--- src/rtl/mem_port_arbiter.sv ---
// rtl/mem_port_arbiter.sv - two-port (fetch/load-store) arbiter in front of a single-port word memory
//
// Shares one single-port word memory (1-cycle registered read, byte write
// strobes) between the instruction-fetch port (i_*) and the load/store port
// (d_*). At most one request is accepted per cycle; its response returns to
// the owning port exactly one cycle later, with no response backpressure.
//
// Ports:
//   CLK, RST                      clock, synchronous active-high reset
//   i_req_valid/addr/ready        fetch request (read only, byte address)
//   i_flush                       drop the in-flight and same-cycle fetch response
//   i_rsp_valid/rdata/err         fetch response
//   d_req_valid/addr/wdata/wstrb  load/store request (wstrb == 0 means load)
//   d_req_ready                   load/store accepted this cycle
//   d_rsp_valid/rdata/err         load/store response
//   mem_en/addr/wdata/wen         memory command
//   mem_rdata, mem_rvld           memory read return

module mem_port_arbiter #(
    parameter int DATA_WIDTH = 32,
    parameter int DATA_DEPTH = 1024,
    parameter int ADDR_WIDTH = $clog2(DATA_DEPTH),
    parameter int STRB_WIDTH = DATA_WIDTH / 8
) (
    input  logic                  CLK,
    input  logic                  RST,
    input  logic                  i_req_valid,
    input  logic [31:0]           i_req_addr,
    output logic                  i_req_ready,
    input  logic                  i_flush,
    output logic                  i_rsp_valid,
    output logic [DATA_WIDTH-1:0] i_rsp_rdata,
    output logic                  i_rsp_err,
    input  logic                  d_req_valid,
    input  logic [31:0]           d_req_addr,
    input  logic [DATA_WIDTH-1:0] d_req_wdata,
    input  logic [STRB_WIDTH-1:0] d_req_wstrb,
    output logic                  d_req_ready,
    output logic                  d_rsp_valid,
    output logic [DATA_WIDTH-1:0] d_rsp_rdata,
    output logic                  d_rsp_err,
    output logic                  mem_en,
    output logic [ADDR_WIDTH-1:0] mem_addr,
    output logic [DATA_WIDTH-1:0] mem_wdata,
    output logic [STRB_WIDTH-1:0] mem_wen,
    input  logic [DATA_WIDTH-1:0] mem_rdata,
    input  logic                  mem_rvld
);

    localparam int ADDR_HI = ADDR_WIDTH + 2;

    typedef enum logic {PORT_I = 1'b0, PORT_D = 1'b1} port_e;
    typedef enum logic {IDLE = 1'b0, RESP = 1'b1} state_e;

    state_e state;
    state_e state_next;
    port_e  rr;
    port_e  trk_owner;
    logic   trk_is_read;
    logic   trk_err;
    logic   trk_flushed;

    logic i_in_range;
    logic d_in_range;
    logic grant_i;
    logic grant_d;
    logic any_grant;
    logic pend;
    logic i_suppress;
    logic [DATA_WIDTH-1:0] rsp_rdata;

    // Byte-offset bits are ignored: the LSU pre-aligns data and strobes.
    logic unused_ok;
    assign unused_ok = ^{i_req_addr[1:0], d_req_addr[1:0], mem_rvld};

    assign i_in_range = (i_req_addr[31:ADDR_HI] == '0);
    assign d_in_range = (d_req_addr[31:ADDR_HI] == '0);

    // A lone requester always wins; on a tie the round-robin pointer decides.
    assign grant_d   = !RST && d_req_valid && (!i_req_valid || rr == PORT_D);
    assign grant_i   = !RST && i_req_valid && (!d_req_valid || rr == PORT_I);
    assign any_grant = grant_i || grant_d;

    assign i_req_ready = grant_i;
    assign d_req_ready = grant_d;

    // Out-of-range requests are still accepted but never reach the memory.
    assign mem_en    = grant_d ? d_in_range : (grant_i && i_in_range);
    assign mem_addr  = grant_d ? d_req_addr[ADDR_HI-1:2]
                     : grant_i ? i_req_addr[ADDR_HI-1:2] : '0;
    assign mem_wen   = grant_d ? d_req_wstrb : '0;
    assign mem_wdata = RST ? '0 : d_req_wdata;

    always_ff @(posedge CLK) begin
        if (RST) begin
            state       <= IDLE;
            rr          <= PORT_D;
            trk_owner   <= PORT_D;
            trk_is_read <= 1'b0;
            trk_err     <= 1'b0;
            trk_flushed <= 1'b0;
        end else begin
            state <= state_next;
            if (grant_d) begin
                rr <= PORT_I;
            end else if (grant_i) begin
                rr <= PORT_D;
            end
            trk_owner   <= grant_d ? PORT_D : PORT_I;
            trk_is_read <= grant_d ? (d_req_wstrb == '0) : 1'b1;
            trk_err     <= grant_d ? !d_in_range : !i_in_range;
            // Remembers that the fetch accepted alongside a flush is stale.
            trk_flushed <= grant_i && i_flush;
        end
    end

    always_comb begin
        state_next = state;
        case (state)
            IDLE:    state_next = any_grant ? RESP : IDLE;
            RESP:    state_next = any_grant ? RESP : IDLE;
            default: state_next = IDLE;
        endcase
    end

    assign pend       = (state == RESP);
    assign i_suppress = trk_flushed || i_flush;
    assign rsp_rdata  = (trk_is_read && !trk_err) ? mem_rdata : '0;

    // RST also masks responses so an in-flight one is dropped immediately.
    assign i_rsp_valid = !RST && pend && (trk_owner == PORT_I) && !i_suppress;
    assign d_rsp_valid = !RST && pend && (trk_owner == PORT_D);
    assign i_rsp_rdata = i_rsp_valid ? rsp_rdata : '0;
    assign d_rsp_rdata = d_rsp_valid ? rsp_rdata : '0;
    assign i_rsp_err   = i_rsp_valid && trk_err;
    assign d_rsp_err   = d_rsp_valid && trk_err;

    // The memory's own read-valid must agree with what the tracker expects.
    mem_rvld_consistent: assert property (
        @(posedge CLK) disable iff (RST) mem_rvld == (pend && trk_is_read && !trk_err)
    );

endmodule

--- config.mk ---
export PLATFORM = sky130hd
export DESIGN_NAME = mem_port_arbiter
export DESIGN_NICKNAME = d
export VERILOG_FILES = /design/src/rtl/mem_port_arbiter.sv
export SDC_FILE = /design/constraint.sdc
export NUM_CORES = 1
export LEC_CHECK = 0
export CORE_AREA = 3 3 97 99
export DETAILED_ROUTE_END_ITERATION = 8
export DIE_AREA = 0 0 100 102
export GPL_ROUTABILITY_DRIVEN = 0
export PLACE_DENSITY_LB_ADDON = 0.3
export SLEW_MARGIN = 20
export SYNTH_ARGS = -nofsm -noshare
export SYNTH_HDL_FRONTEND = slang
export SYNTH_SLANG_ARGS = --single-unit
export TNS_END_PERCENT = 100
--- constraint.sdc ---
create_clock -name CLK -period 2.35 [get_ports CLK]
set_input_delay 0.3525 -clock CLK [delete_from_list [all_inputs] [get_ports CLK]]
set_output_delay 0.3525 -clock CLK [all_outputs]
set_load 0.01 [all_outputs]
==> out/metrics.cfg <==
[timing]
worst_slew_pin_slew_ns = 0.3384
finalHoldViolations = 0
fmax_mhz = 442.4
final-max-slew-violation-count = 0
max_slew_margin_pct = 77.44
period_needed_ns = 2.260
setup_slack_ns = 0.08981
setup_violations = 0
rsz0062_at_grt = no
period_share_pct = 96.18
fin_worst_skew_ns = 0.0006795
tns_ns = 0

[detailed_routing]
vias_per_cell = 4.206
wl_per_cell_um = 14.35
drtIter0Drc = 41
drt_wl_total_mm = 7.719
drc_errors = 0
ant_nets = 0
vias = 2263
dr.pass1.iters = 4

[setup_path]
r2r-start = rr
cpMostUsedCell = clkdlybuf4s50_1
worstSetupEndpointType = primary output
cp-start-kind = input pin
cpPeakStageDelay_ns = 0.54
r2r_cells = 6
path_class = input pin to primary output
rrSetupSlack_ns = 0.98
crit_chain = clkdlybuf4s50_1, nor4_4, buf_4, buf_12, clkdlybuf4s50_1
crit_fanout = 26
reg2reg_to = trk_err
worstPathRequired_ns = 2.00
cp.arrival_ns = 1.91
cp_slowest_cell = clkdlybuf4s50_1

[place]
dp_cells = 525
dp.final_hpwl_mm = 6.762
place_worst_setup_slack_ns = -0.2438
io_buffers = 249

[power]
pwr-share-clk_pct = 20.6
pwr-share-comb_pct = 64.1
powerDensity_nw_per_um2 = 190.0
power_switching_mw = 0.2015
p_leak_nw = 1.925
netSwitchingFraction_pct = 26.86
vdd_drop_max_mv = 0.08623
p_int_mw = 0.5486
pwr-share-seq_pct = 15.3

[worst_hold_path]
min-delay-start = rr
hold_end = rr
hp-class = flip-flop to flip-flop
holdPathStages = 2

[yosys]
synth_top_area_share_pct = 34.21
ys_seq_area_share_pct = 10.11
ys_warn_count = 0
synth_area_sq_um = 1189
synth_nets = 310
synthCells = 172
ys_ff_latch = 6
netlist-cell-type-count = 27
synth_area_leader_cell = and3_1
avgSynthCellArea_sq_um = 6.911
synthTopCellsByArea = and3_1 34%, nor2b_1 17%, dfxtp_1 10%, a22o_1 7.4%, nor4_1 5.3%

[floorplan]
die_x_um = 100
fp.dieH_um = 102
die-area_sq_um = 10200
start_util_pct = 13.76
floorplan.core_area_sq_um = 8636
ios = 255
rows = 34

[layout]
final_cell_mix = 200 x clkdlybuf4s50_1, 65 x and3_1, 45 x dlygate4sd2_1
antenna_cells = 0
mostFrequentLayoutCell = clkdlybuf4s50_1
layout-drive-gt1-share_pct = 9.070
finalNonFillerCells = 538
area_growth_pct = 232.2
layout.nets = 570
fillers = 867
multi_input_area_sq_um = 970.9
regArea_sq_um = 120.1

[grt]
grt-ovfl-total = 0
antenna_found_initial = 0
grt_pass1_vias = 2214
grt_use_total_pct = 13.49
grt_pass1_wl_mm = 11.10
grt_max_degree = 49

[flow_run]
drv_cap = 0

[clock_tree]
cts-root-buf = clkbuf_8
cts_buffers = 3
cts_tree = done
clk_latency_ns = 0.22
ctsHtreeMaxLevel = 1
cts_buffer_depth = 2
clkTransAtPathRegs_ns = 0.04
hold_buffers = 0
clock_sinks = 6

[run_status]
status = completed

power groups by stage:
stage	sequential [mW]	combinational [mW]	clock, mW
6_report	0.115	0.481	0.154
5_1_grt	0.115	0.513	0.168
4_1_cts	0.115	0.486	0.160
3_5_place_dp	0.116	0.480	0
3_3_place_gp	0.115	0.475	0
2_1_floorplan	0.114	0.120	0
what timing repair did:
action                                  4_1_cts  5_1_grt
endpoints found under the setup margin       82        4
pin swaps                                     3        2
gates resized for setup                      63        0
cloned                                        2        0
setup buffers                                 7        1
per-layer routing:
metal,track usage (%),up-vias,wire (um)
met2,27.45,135,4277
met1,13.86,989,2584
met5,0,-,0
met3,3.276,2,816
li1,-,1137,-
met4,2.798,0,41
stage by stage:
step	total power [mW]	hold WS, ns	instance area, sq um	utilization [%]
after floorplan	0.2343	0.4529	1189	-
after global placement	0.5908	0.4984	3857	44.67
after detailed placement	0.5959	0.5024	3857	44.67
after CTS	0.7610	0.5281	3941	45.64
after global routing	0.7966	0.5724	3949	45.73
final	0.7501	0.5338	3949	45.73
Yosys cell counts:
cell and n:
and3_1 65, nor2b_1 33, clkbuf_1 12, a22o_1 10, nor4_1 10, and2_1 7
dfxtp_1 6, buf_2 4, buf_6 3, inv_1 3, nor3_1 2, o21ai_0 2
a211oi_2 1, a21oi_1 1, and4_1 1, inv_2 1, nand2_1 1, nand2b_4 1
nand3_1 1, nor2_1 1, nor2_2 1, nor2b_2 1, nor3_4 1, nor4_4 1
o21a_1 1, o21bai_1 1, or4_1 1
worst max-delay path by stage:
stage | startpoint | end | slack (ns) | depth (start not counted)
finish | i_flush | i_rsp_valid | 0.09 | 5
global route | i_req_valid | mem_en | 0.01 | 7
CTS | i_req_valid | mem_en | 0.005 | 7
detailed placement | i_req_addr[13] | mem_en | -0.24 | 6
global placement | i_req_addr[13] | mem_en | -0.24 | 6
floorplan | i_req_valid | mem_addr[4] | 0.84 | 4
registers in the layout, summed over array words and instances (netlist names):
register,cells
pend,1
rr,1
trk_owner,1
trk_err,1
trk_flushed,1
trk_is_read,1
logic make-up (layout without fill, tap and decap cells):
| logic type | Yosys count | in the layout | synth area share, % |
|---|---|---|---|
| and+or+nand+nor | 127 | 127 | 69.37 |
| DFF | 6 | 6 | 10.11 |
| AOI/OAI and AO/OA | 16 | 16 | 10.95 |
| buffers and inverters | 23 | 281 | 9.578 |
layout make-up:
class                      instances  area share [%]
timing repair buffer             274           67.52
multi-input combinational        143           24.59
sequential                         6           3.042
clock buffer                       3           1.046
inverter                           4          0.3802
tap                              108           3.422
worst max-delay path: cells and delay by family:
kind                   cells  cell delay [ns]
buffers and inverters      4             1.30
and+or+nand+nor            1             0.26
Power figures use the tool's default switching activity.
